--- src/rtl/csa_pkg.sv ---
// Shared definitions for the carry-save accumulator.
//   acc_state_e : accumulator control states
//   ext_op()    : sign- or zero-extends an operand of `width` bits to
//                 EXT_MAX_W bits; callers keep the low ACC_W bits.
package csa_pkg;

  typedef enum logic [1:0] {
    IDLE  = 2'd0,
    ACCUM = 2'd1,
    HOLD  = 2'd2
  } acc_state_e;

  localparam int EXT_MAX_W = 64;

  function automatic logic [EXT_MAX_W-1:0] ext_op(input logic [EXT_MAX_W-1:0] value,
                                                  input int width,
                                                  input bit is_signed);
    logic [EXT_MAX_W-1:0] r;
    r = '0;
    for (int i = 0; i < EXT_MAX_W; i++) begin
      if (i < width) r[i] = value[i];
      else           r[i] = is_signed ? value[width-1] : 1'b0;
    end
    return r;
  endfunction

endpackage

--- src/rtl/csa_accum_pipe_if.sv ---
// Beat input / redundant result output bundle of csa_accum_pipe.
//   in_valid/in_ready/in_first/in_last/in_ops : operand beat stream
//   out_valid/out_ready/out_sum/out_carry/out_count : packet result
// master = producer/consumer side, slave = accumulator side.
interface csa_accum_pipe_if #(
  parameter int WIDTH   = 11,
  parameter int NUM_OPS = 3,
  parameter int ACC_W   = 15,
  parameter int CNT_W   = 8
);
  logic                     in_valid;
  logic                     in_ready;
  logic                     in_first;
  logic                     in_last;
  logic [NUM_OPS*WIDTH-1:0] in_ops;
  logic                     out_valid;
  logic                     out_ready;
  logic [ACC_W-1:0]         out_sum;
  logic [ACC_W-1:0]         out_carry;
  logic [CNT_W-1:0]         out_count;

  modport master (
    output in_valid, in_first, in_last, in_ops, out_ready,
    input  in_ready, out_valid, out_sum, out_carry, out_count
  );

  modport slave (
    input  in_valid, in_first, in_last, in_ops, out_ready,
    output in_ready, out_valid, out_sum, out_carry, out_count
  );
endinterface

--- src/rtl/csa_5_2.sv ---
// 5:2 carry-save compressor built from three full-adder rows.
//   a..e        : five WIDTH-bit addends
//   cin1, cin2  : carries into bit 0
//   sum, carry  : redundant result; carry bit i has weight 2^(i+1)
//   cout1/cout2 : carries out of the top bit
// Row 1 and row 2 couts travel one bit left as that bit's cin1/cin2, so no
// carry ever ripples more than one position.
module csa_5_2 #(
  parameter int WIDTH = 15
) (
  input  logic [WIDTH-1:0] a,
  input  logic [WIDTH-1:0] b,
  input  logic [WIDTH-1:0] c,
  input  logic [WIDTH-1:0] d,
  input  logic [WIDTH-1:0] e,
  input  logic             cin1,
  input  logic             cin2,
  output logic [WIDTH-1:0] sum,
  output logic [WIDTH-1:0] carry,
  output logic             cout1,
  output logic             cout2
);
  logic [WIDTH-1:0] s1, c1, s2, c2;
  logic [WIDTH:0]   ci1, ci2;

  assign s1  = a ^ b ^ c;
  assign c1  = (a & b) | (a & c) | (b & c);
  assign s2  = s1 ^ d ^ e;
  assign c2  = (s1 & d) | (s1 & e) | (d & e);
  assign ci1 = {c1, cin1};
  assign ci2 = {c2, cin2};

  assign sum   = s2 ^ ci1[WIDTH-1:0] ^ ci2[WIDTH-1:0];
  assign carry = (s2 & ci1[WIDTH-1:0]) | (s2 & ci2[WIDTH-1:0]) |
                 (ci1[WIDTH-1:0] & ci2[WIDTH-1:0]);
  assign cout1 = ci1[WIDTH];
  assign cout2 = ci2[WIDTH];
endmodule

--- src/rtl/csa_accum_pipe.sv ---
// Multi-beat carry-save accumulator. Each accepted beat folds NUM_OPS
// operands into a redundant (sum, carry) accumulator through one 5:2
// compressor; the last beat of a packet registers the redundant result and
// the saturating beat count, presented with a valid/ready handshake.
//   clk, rst_n : clock, synchronous active-low reset
//   bus        : csa_accum_pipe_if slave (beat stream in, result out)
module csa_accum_pipe
  import csa_pkg::*;
#(
  parameter int WIDTH   = 11,
  parameter int NUM_OPS = 3,
  parameter int GUARD   = 4,
  parameter int SIGNED  = 1,
  parameter int CNT_W   = 8
) (
  input logic             clk,
  input logic             rst_n,
  csa_accum_pipe_if.slave bus
);
  localparam int ACC_W = WIDTH + GUARD;

  function automatic logic [CNT_W-1:0] sat_inc(input logic [CNT_W-1:0] v);
    return (&v) ? v : v + 1'b1;
  endfunction

  acc_state_e       state_q, state_d;
  logic [ACC_W-1:0] acc_sum_q, acc_sum_d;
  logic [ACC_W-1:0] acc_carry_q, acc_carry_d;
  logic [CNT_W-1:0] cnt_q, cnt_d;
  logic [ACC_W-1:0] out_sum_q, out_sum_d;
  logic [ACC_W-1:0] out_carry_q, out_carry_d;
  logic [CNT_W-1:0] out_count_q, out_count_d;

  logic signed [ACC_W-1:0] op_ext [3];
  logic [ACC_W-1:0]        d_in, e_in, csa_sum, csa_carry;
  logic [CNT_W-1:0]        cnt_inc;
  logic                    in_ready, accept, first_beat;
  logic                    csa_cout1_unused, csa_cout2_unused;
  logic                    acc_carry_msb_unused;

  // Operand extension; unused compressor slots are tied to zero.
  for (genvar k = 0; k < 3; k++) begin : g_op
    if (k < NUM_OPS) begin : g_used
      logic [EXT_MAX_W-ACC_W-1:0] ext_hi_unused;
      assign {ext_hi_unused, op_ext[k]} =
        ext_op(EXT_MAX_W'(bus.in_ops[k*WIDTH +: WIDTH]), WIDTH, SIGNED != 0);
    end else begin : g_tied
      assign op_ext[k] = '0;
    end
  end

  assign in_ready   = (state_q != HOLD) | bus.out_ready;
  assign accept     = bus.in_valid & in_ready;
  // Only a beat landing in ACCUM without in_first continues a packet.
  assign first_beat = bus.in_first | (state_q != ACCUM);

  assign d_in    = first_beat ? '0 : acc_sum_q;
  // Carry bits weigh 2^(i+1); the top carry bit falls outside ACC_W.
  assign e_in    = first_beat ? '0 : {acc_carry_q[ACC_W-2:0], 1'b0};
  assign cnt_inc = first_beat ? CNT_W'(1) : sat_inc(cnt_q);
  assign acc_carry_msb_unused = acc_carry_q[ACC_W-1];

  csa_5_2 #(.WIDTH(ACC_W)) u_csa (
    .a     (op_ext[0]),
    .b     (op_ext[1]),
    .c     (op_ext[2]),
    .d     (d_in),
    .e     (e_in),
    .cin1  (1'b0),
    .cin2  (1'b0),
    .sum   (csa_sum),
    .carry (csa_carry),
    .cout1 (csa_cout1_unused),
    .cout2 (csa_cout2_unused)
  );

  always_comb begin
    state_d     = state_q;
    acc_sum_d   = acc_sum_q;
    acc_carry_d = acc_carry_q;
    cnt_d       = cnt_q;
    out_sum_d   = out_sum_q;
    out_carry_d = out_carry_q;
    out_count_d = out_count_q;

    case (state_q)
      IDLE, ACCUM, HOLD: begin
        if (accept) begin
          cnt_d = cnt_inc;
          if (bus.in_last) begin
            out_sum_d   = csa_sum;
            out_carry_d = csa_carry;
            out_count_d = cnt_inc;
            state_d     = HOLD;
          end else begin
            acc_sum_d   = csa_sum;
            acc_carry_d = csa_carry;
            state_d     = ACCUM;
          end
        end else if (state_q == HOLD && bus.out_ready) begin
          state_d = IDLE;
        end
      end
      default: state_d = IDLE;
    endcase
  end

  // Register stage: control, accumulator and result all clear on reset.
  always_ff @(posedge clk) begin
    if (!rst_n) begin
      state_q     <= IDLE;
      acc_sum_q   <= '0;
      acc_carry_q <= '0;
      cnt_q       <= '0;
      out_sum_q   <= '0;
      out_carry_q <= '0;
      out_count_q <= '0;
    end else begin
      state_q     <= state_d;
      acc_sum_q   <= acc_sum_d;
      acc_carry_q <= acc_carry_d;
      cnt_q       <= cnt_d;
      out_sum_q   <= out_sum_d;
      out_carry_q <= out_carry_d;
      out_count_q <= out_count_d;
    end
  end

  assign bus.in_ready  = in_ready;
  assign bus.out_valid = (state_q == HOLD);
  assign bus.out_sum   = out_sum_q;
  assign bus.out_carry = out_carry_q;
  assign bus.out_count = out_count_q;
endmodule

--- src/flat_wrapper.sv ---
// flat-port wrapper written by rule: the top's interface ports become plain ports
module csa_accum_pipe_flat import csa_pkg::*;
#(
  parameter int WIDTH   = 11,
  parameter int NUM_OPS = 3,
  parameter int GUARD   = 4,
  parameter int SIGNED  = 1,
  parameter int CNT_W   = 8
)
  (clk, rst_n, bus_in_valid, bus_in_first, bus_in_last, bus_in_ops, bus_out_ready, bus_in_ready, bus_out_valid, bus_out_sum, bus_out_carry, bus_out_count);
  csa_accum_pipe_if #(.WIDTH(WIDTH), .NUM_OPS(NUM_OPS), .ACC_W((WIDTH + GUARD)), .CNT_W(CNT_W)) bus_i ();
  input logic clk;
  input logic rst_n;
  input wire logic [$bits(bus_i.in_valid)-1:0] bus_in_valid;
  input wire logic [$bits(bus_i.in_first)-1:0] bus_in_first;
  input wire logic [$bits(bus_i.in_last)-1:0] bus_in_last;
  input wire logic [$bits(bus_i.in_ops)-1:0] bus_in_ops;
  input wire logic [$bits(bus_i.out_ready)-1:0] bus_out_ready;
  output wire logic [$bits(bus_i.in_ready)-1:0] bus_in_ready;
  output wire logic [$bits(bus_i.out_valid)-1:0] bus_out_valid;
  output wire logic [$bits(bus_i.out_sum)-1:0] bus_out_sum;
  output wire logic [$bits(bus_i.out_carry)-1:0] bus_out_carry;
  output wire logic [$bits(bus_i.out_count)-1:0] bus_out_count;
  assign bus_i.in_valid = bus_in_valid;
  assign bus_i.in_first = bus_in_first;
  assign bus_i.in_last = bus_in_last;
  assign bus_i.in_ops = bus_in_ops;
  assign bus_i.out_ready = bus_out_ready;
  assign bus_in_ready = bus_i.in_ready;
  assign bus_out_valid = bus_i.out_valid;
  assign bus_out_sum = bus_i.out_sum;
  assign bus_out_carry = bus_i.out_carry;
  assign bus_out_count = bus_i.out_count;
  csa_accum_pipe #(.WIDTH(WIDTH), .NUM_OPS(NUM_OPS), .GUARD(GUARD), .SIGNED(SIGNED), .CNT_W(CNT_W)) u_core (.clk(clk), .rst_n(rst_n), .bus(bus_i));
endmodule
--- config.mk ---
export PLATFORM = sky130hd
export DESIGN_NAME = csa_accum_pipe_flat
export DESIGN_NICKNAME = d
export VERILOG_FILES = /design/src/rtl/csa_pkg.sv /design/src/rtl/csa_accum_pipe_if.sv /design/src/rtl/csa_5_2.sv /design/src/rtl/csa_accum_pipe.sv /design/src/flat_wrapper.sv
export SDC_FILE = /design/constraint.sdc
export NUM_CORES = 1
export LEC_CHECK = 0
export ABC_AREA = 1
export CORE_UTILIZATION = 52
export CTS_CLUSTER_SIZE = 40
export DETAILED_ROUTE_END_ITERATION = 16
export GPL_TIMING_DRIVEN = 0
export PLACE_DENSITY = 0.9
export SLEW_MARGIN = 20
export SYNTH_ARGS = -nofsm -noshare
export SYNTH_HDL_FRONTEND = slang
export SYNTH_SLANG_ARGS = --single-unit
export TNS_END_PERCENT = 5
--- constraint.sdc ---
create_clock -name clk -period 3.76 [get_ports clk]
set_clock_uncertainty 0.1 [all_clocks]
set_input_delay 0.94 -clock clk [delete_from_list [all_inputs] [get_ports clk]]
set_output_delay 0.94 -clock clk [all_outputs]
set_load 0.02 [all_outputs]
After elaboration in Yosys (flattened, before gate mapping)
Index checks and enable logic that the tools add are counted.
Widths: inputs -> output; s select.
Word-level totals
  flip-flop bits (word level): 77
  input bits: 39
  output and inout port bits: 40
  logic and storage cells: 53
Cells by class
  add/sub/neg operators: 1
  equality and inequality tests: 4
  mux-type cells: 7
  bitwise operators: 25
  reductions and logical operators: 9
Operator list (count)
  $xor 15x15->15: 6
  $and 14x14->14: 6
  $or 14x14->14: 4
  $and 15x15->15: 3
  $mux 15: 2
  $or 15x15->15: 2
  $mux 8: 2
  $add 8x1->8 const B: 1
  $reduce_and 8->1: 1
  $mux 2: 3
  $reduce_and 3->1: 2
  $reduce_and 2->1: 2
  $reduce_or 3->1: 1
  $eq 2x1->1 const B: 1
  $eq 2x2->1 const B: 1
  $logic_not 2->1: 1
  $ne 2x1->1 const B: 1
  $ne 2x2->1 const B: 1
  $or 1x1->1: 2
  $reduce_bool 2->1: 1
  $and 1x1->1: 1
  $logic_and 1x1->1: 1
  $not 1->1: 1

Depth between registers and ports, before layout
  depth after elaboration: 9
  mapped depth: 10
  gate-level depth less buffers: 10

By module
From an unflattened synthesis, not the netlist that was laid out.
Unflattened totals
  cells, all modules: 526
  area, all modules: 4234.1 µm²
Modules (own cells, without submodules)
  csa_accum_pipe: times used 1, cells an instance 465, area each 3273.1 µm², sequential area each 1541.5 µm²
  csa_5_2: times used 1, cells an instance 61, area each 960.9 µm², sequential area each 0.0 µm²

Worst setup path before layout
OpenSTA, ideal clock, no wires.
  kind: input to register
  from: input port bus_in_ops[10]
  to: register u_core.out_sum_q[10], in the netlist u_core.bus.out_sum[10]
  library setup time: 0.070 ns
  arrival time: 2.835 ns
  required time: 3.590 ns
  setup slack: 0.755 ns
  stages on the path: 7
  path buffers: 0
  cells stage by stage: inv_1 fa_1 inv_1 fa_1 fa_1 nand2_1 a21oi_1
On the way
  cells in the longest elaborated chain, start to end: 6
Ends and longest elaborated chain
  start, declared: RTL line flat_wrapper.sv:17  | input wire logic [$bits(bus_i.in_ops)-1:0] bus_in_ops;
  $xor 15x15->15 (2 in series): RTL line csa_5_2.sv:26  | assign s1 = a ^ b ^ c;
  $xor 15x15->15 (2 in series): RTL line csa_5_2.sv:28  | assign s2 = s1 ^ d ^ e;
  $xor 15x15->15 (2 in series): RTL line csa_5_2.sv:33  | assign sum = s2 ^ ci1[WIDTH-1:0] ^ ci2[WIDTH-1:0];
  via u_core.csa_sum[10]: RTL line csa_accum_pipe.sv:35  | logic [ACC_W-1:0] d_in, e_in, csa_sum, csa_carry;
  end signal, assigned: RTL line csa_accum_pipe.sv:123  | out_sum_q <= out_sum_d;
  end, declared: RTL line csa_accum_pipe.sv:30  | logic [ACC_W-1:0] out_sum_q, out_sum_d;
The timed path passes the listed nets, and every way through them passes these cells.
A chain may end at the register's enable or synchronous reset.

Worst setup path in the final report
  from: input port bus_in_first
  to: register u_core.acc_sum_q[9]
On the way
  cells in the longest elaborated chain, start to end: 6
  elaborated cells on any way between the ends: 12
  those cells by class: 2 x mux; 10 x bitwise
Ends and longest elaborated chain
  start, declared: RTL line flat_wrapper.sv:15  | input wire logic [$bits(bus_i.in_first)-1:0] bus_in_first;
  $or 1x1->1 (*): RTL line csa_accum_pipe.sv:55  | assign first_beat = bus.in_first | (state_q != ACCUM);
  $mux 15 (on tied branches): RTL line csa_accum_pipe.sv:57, csa_accum_pipe.sv:59
  $xor 15x15->15 / $and 14x14->14 (equally long branches): RTL line csa_5_2.sv:28, csa_5_2.sv:29
  $xor 15x15->15 / $or 14x14->14 (equally long branches): RTL line csa_5_2.sv:28, csa_5_2.sv:29
  $xor 15x15->15 / $or 14x14->14 (equally long branches): RTL line csa_5_2.sv:33, csa_5_2.sv:29
  $xor 15x15->15 (*): RTL line csa_5_2.sv:33
  via u_core.csa_sum[9]: RTL line csa_accum_pipe.sv:35
  end signal, assigned: RTL line csa_accum_pipe.sv:120  | acc_sum_q <= acc_sum_d;
  end, declared: RTL line csa_accum_pipe.sv:27  | logic [ACC_W-1:0] acc_sum_q, acc_sum_d;
The timed path passes the listed nets; every way through them passes the cells marked *.

==> metrics.txt <==
Fin Hold WS 0.3653 ns; peak supply drop 211.1 uV; area grow syn2layout 25.79%; number of port buffers 77; P_leak 0.002229 uW; status complete, no violations; die height 90.84 um; final setup vio count 0; final wirelength 10240 um; Post-CTS Setup Inserts 0; Synth Warn # 0; Syn Nets 591; DR vias 3711; final std cells w/o fill 706; fin crit share 0.9289; Placed Cells 691; grt total ovfl 0; Final Net Count 679; CTS H-tree depth 3; drt first pass iters 5; CP Data Arrival Time 3.62 ns; CTS tree done; GRT Overall Usage 0.2649; post-CTS resize count 0; Clk Latency, worst-skew pair 0.36 ns; CP max stage cell fa_1; sequential fraction of the synthesis area 0.3659; core area 0.007687 mm2; Setup TNS Final 0 ns; boundary pin count 79; Row Count 32; Critical Path Fanout Max 10; Place WS -0.05027 ns; Detailed Route Iter0 Violations 258; most common cell after layout, fill and taps aside nand2_1; final core occ 0.6715; mean post-synth cell area 8.016 um2; cells along the critical path clkdlybuf4s50_1 > nor3_4 > buf_2 > nand2_1 > fa_1 > inv_1 > fa_1 > nor2_1 > nor2_1; gpl congestion 0.8608; final hold vios 0; vias in the first global route 3893; Avg Vias per Cell 5.256; CP Buf/Inv Count 3; initial core utilization 0.5339; Avg WL per Cell 14.50 um; Syn Std Cell Area 0.004104 mm2; fill count 607; CTS clock-pin slew for the worst setup and hold paths 0.08 ns; TritonCTS buffer count 9; worst-margin pin slew 0.5339 ns; Rel. slew slack 0.6441; antenna violations before repair 0; max incr delay on CP 0.52 ns; DP HPWL 7587 um; cells after synthesis 512; Setup CP Type in2reg; Max Cap Viol 0; NetSw 604.8 uW; Clk network pwr share 0.282; Antenna Cells 0; Die ar. 0.008251 mm2; CTS root buf clkbuf_8; count of unique library cells instantiated by Yosys 35; overall die width 90.84 um; largest net degree at the start of global routing 12; CP required 3.89 ns; power per cell area 373.2 mW/mm2; Seq cells post-synth 75; CP delay by family, top adder cells; switching share of power 0.3139; type of destination of the critical path flop; Final WS setup 0.2672 ns; Final Max Slew Viols 0; fin crit period 3.493 ns; Clock Path Buffers 2; CP startpoint kind primary input; Routed Antenna Nets 0; Logic pwr share 0.255; residual DRC count 0; most frequent cells in the layout 124 x nand2_1, 77 x clkdlybuf4s50_1, 75 x dfxtp_1; RSZ-0062 raised after global routing false; share of layout cells above drive strength 1 0.07285; global-route wire length before repair 17220 um; Achievable Freq 286.3 MHz; CTS sink count 75; Flop pwr share 0.463; Worst Hold Class reg2reg; internal power 1322 uW; Post-CTS Hold Fix Bufs 0
==> metal layers <==
layer  wire, um  global-route usage
met3        726             0.06313
met5          0                   0
met2       5204              0.4520
met4        341              0.1389
met1       3963              0.3083
==> final timing paths <==
path | slack [ns] | from | cells after the start | to
worst max-delay path | 0.27 | bus_in_first | 9 | u_core.acc_sum_q[9]$_SDFFE_PN0P_
worst min-delay path | 0.37 | u_core.bus.out_carry[4]$_SDFFE_PN0P_ | 2 | u_core.bus.out_carry[4]$_SDFFE_PN0P_
worst max register to register | 0.88 | u_core.state_q[0]$_SDFFE_PN0P_ | 9 | u_core.acc_sum_q[9]$_SDFFE_PN0P_
worst min register to register | 0.37 | u_core.bus.out_carry[4]$_SDFFE_PN0P_ | 2 | u_core.bus.out_carry[4]$_SDFFE_PN0P_
==> tightest hold or removal path, cell delays in order, from the launching register on <==
cell and delay (ns):
dfxtp_1 0.31, nand2_1 0.06, a21oi_1 0.05
==> metrics by stage <==
stage / instance area, um2 / total power, uW
2_1_floorplan: 4104 / 1200
3_3_place_gp: 5002 / 1370
3_5_place_dp: 5002 / 1392
4_1_cts: 5162 / 1925
5_1_grt: 5162 / 2022
6_report: 5162 / 1927
==> kinds of logic (layout without fill, tap and decap cells) <==
kind of cell | count (synthesis) | count (layout) | share of synthesized area
AND/OR/NAND/NOR | 213 | 213 | 0.2201
buffers and inverters | 97 | 189 | 0.1137
AO/OA/AOI/OAI | 85 | 85 | 0.1076
flip-flops | 75 | 75 | 0.3659
adder cells (fa/ha/maj) | 40 | 40 | 0.1896
other | 1 | 1 | 0.0009138
XOR/XNOR | 1 | 1 | 0.002135
==> sequential cells by signal, indices dropped and copies added (netlist names) <==
name                  flops
u_core.bus.out_carry     14
u_core.acc_carry_q       13
u_core.cnt_q              8
u_core.bus.out_sum       15
u_core.state_q            2
u_core.acc_sum_q         15
u_core.bus.out_count      8
==> synth_stat cells, drive strengths merged <==
cell type | number | share of area
o21bai | 1 | 0.0018
nand2 | 126 | 0.12
nand3 | 11 | 0.016
a21oi | 45 | 0.056
xor2 | 1 | 0.0021
buf | 17 | 0.040
clkbuf | 5 | 0.0046
nand4 | 2 | 0.0067
o21a | 1 | 0.0018
o21ai | 36 | 0.044
nand3b | 1 | 0.0018
nor3 | 1 | 0.0040
nor2 | 72 | 0.070
ha | 3 | 0.0091
dfxtp | 75 | 0.37
fa | 37 | 0.18
inv | 75 | 0.069
conb | 1 | 0.00091
a211oi | 1 | 0.0018
o21ba | 1 | 0.0024
==> power groups by stage <==
stage	sequential (uW)	combinational, uW	clock [uW]
after floorplan	932	268	0
after global placement	904	466	0
after detailed placement	908	484	0
after CTS	890	490	545
after global routing	897	540	585
final	891	492	543
==> cell type report <==
type / count / area [um2] / share of cell area
multi-input combinational: 340 / 2136 / 0.4137
clock inverter: 3 / 15.01 / 0.002908
sequential: 75 / 1501 / 0.2908
clock buffer: 12 / 145.1 / 0.02811
timing repair buffer: 77 / 770.7 / 0.1493
buffer: 22 / 182.7 / 0.03539
inverter: 75 / 284.0 / 0.05502
tap: 102 / 127.6 / 0.02472
Power figures use the tool's default switching activity.
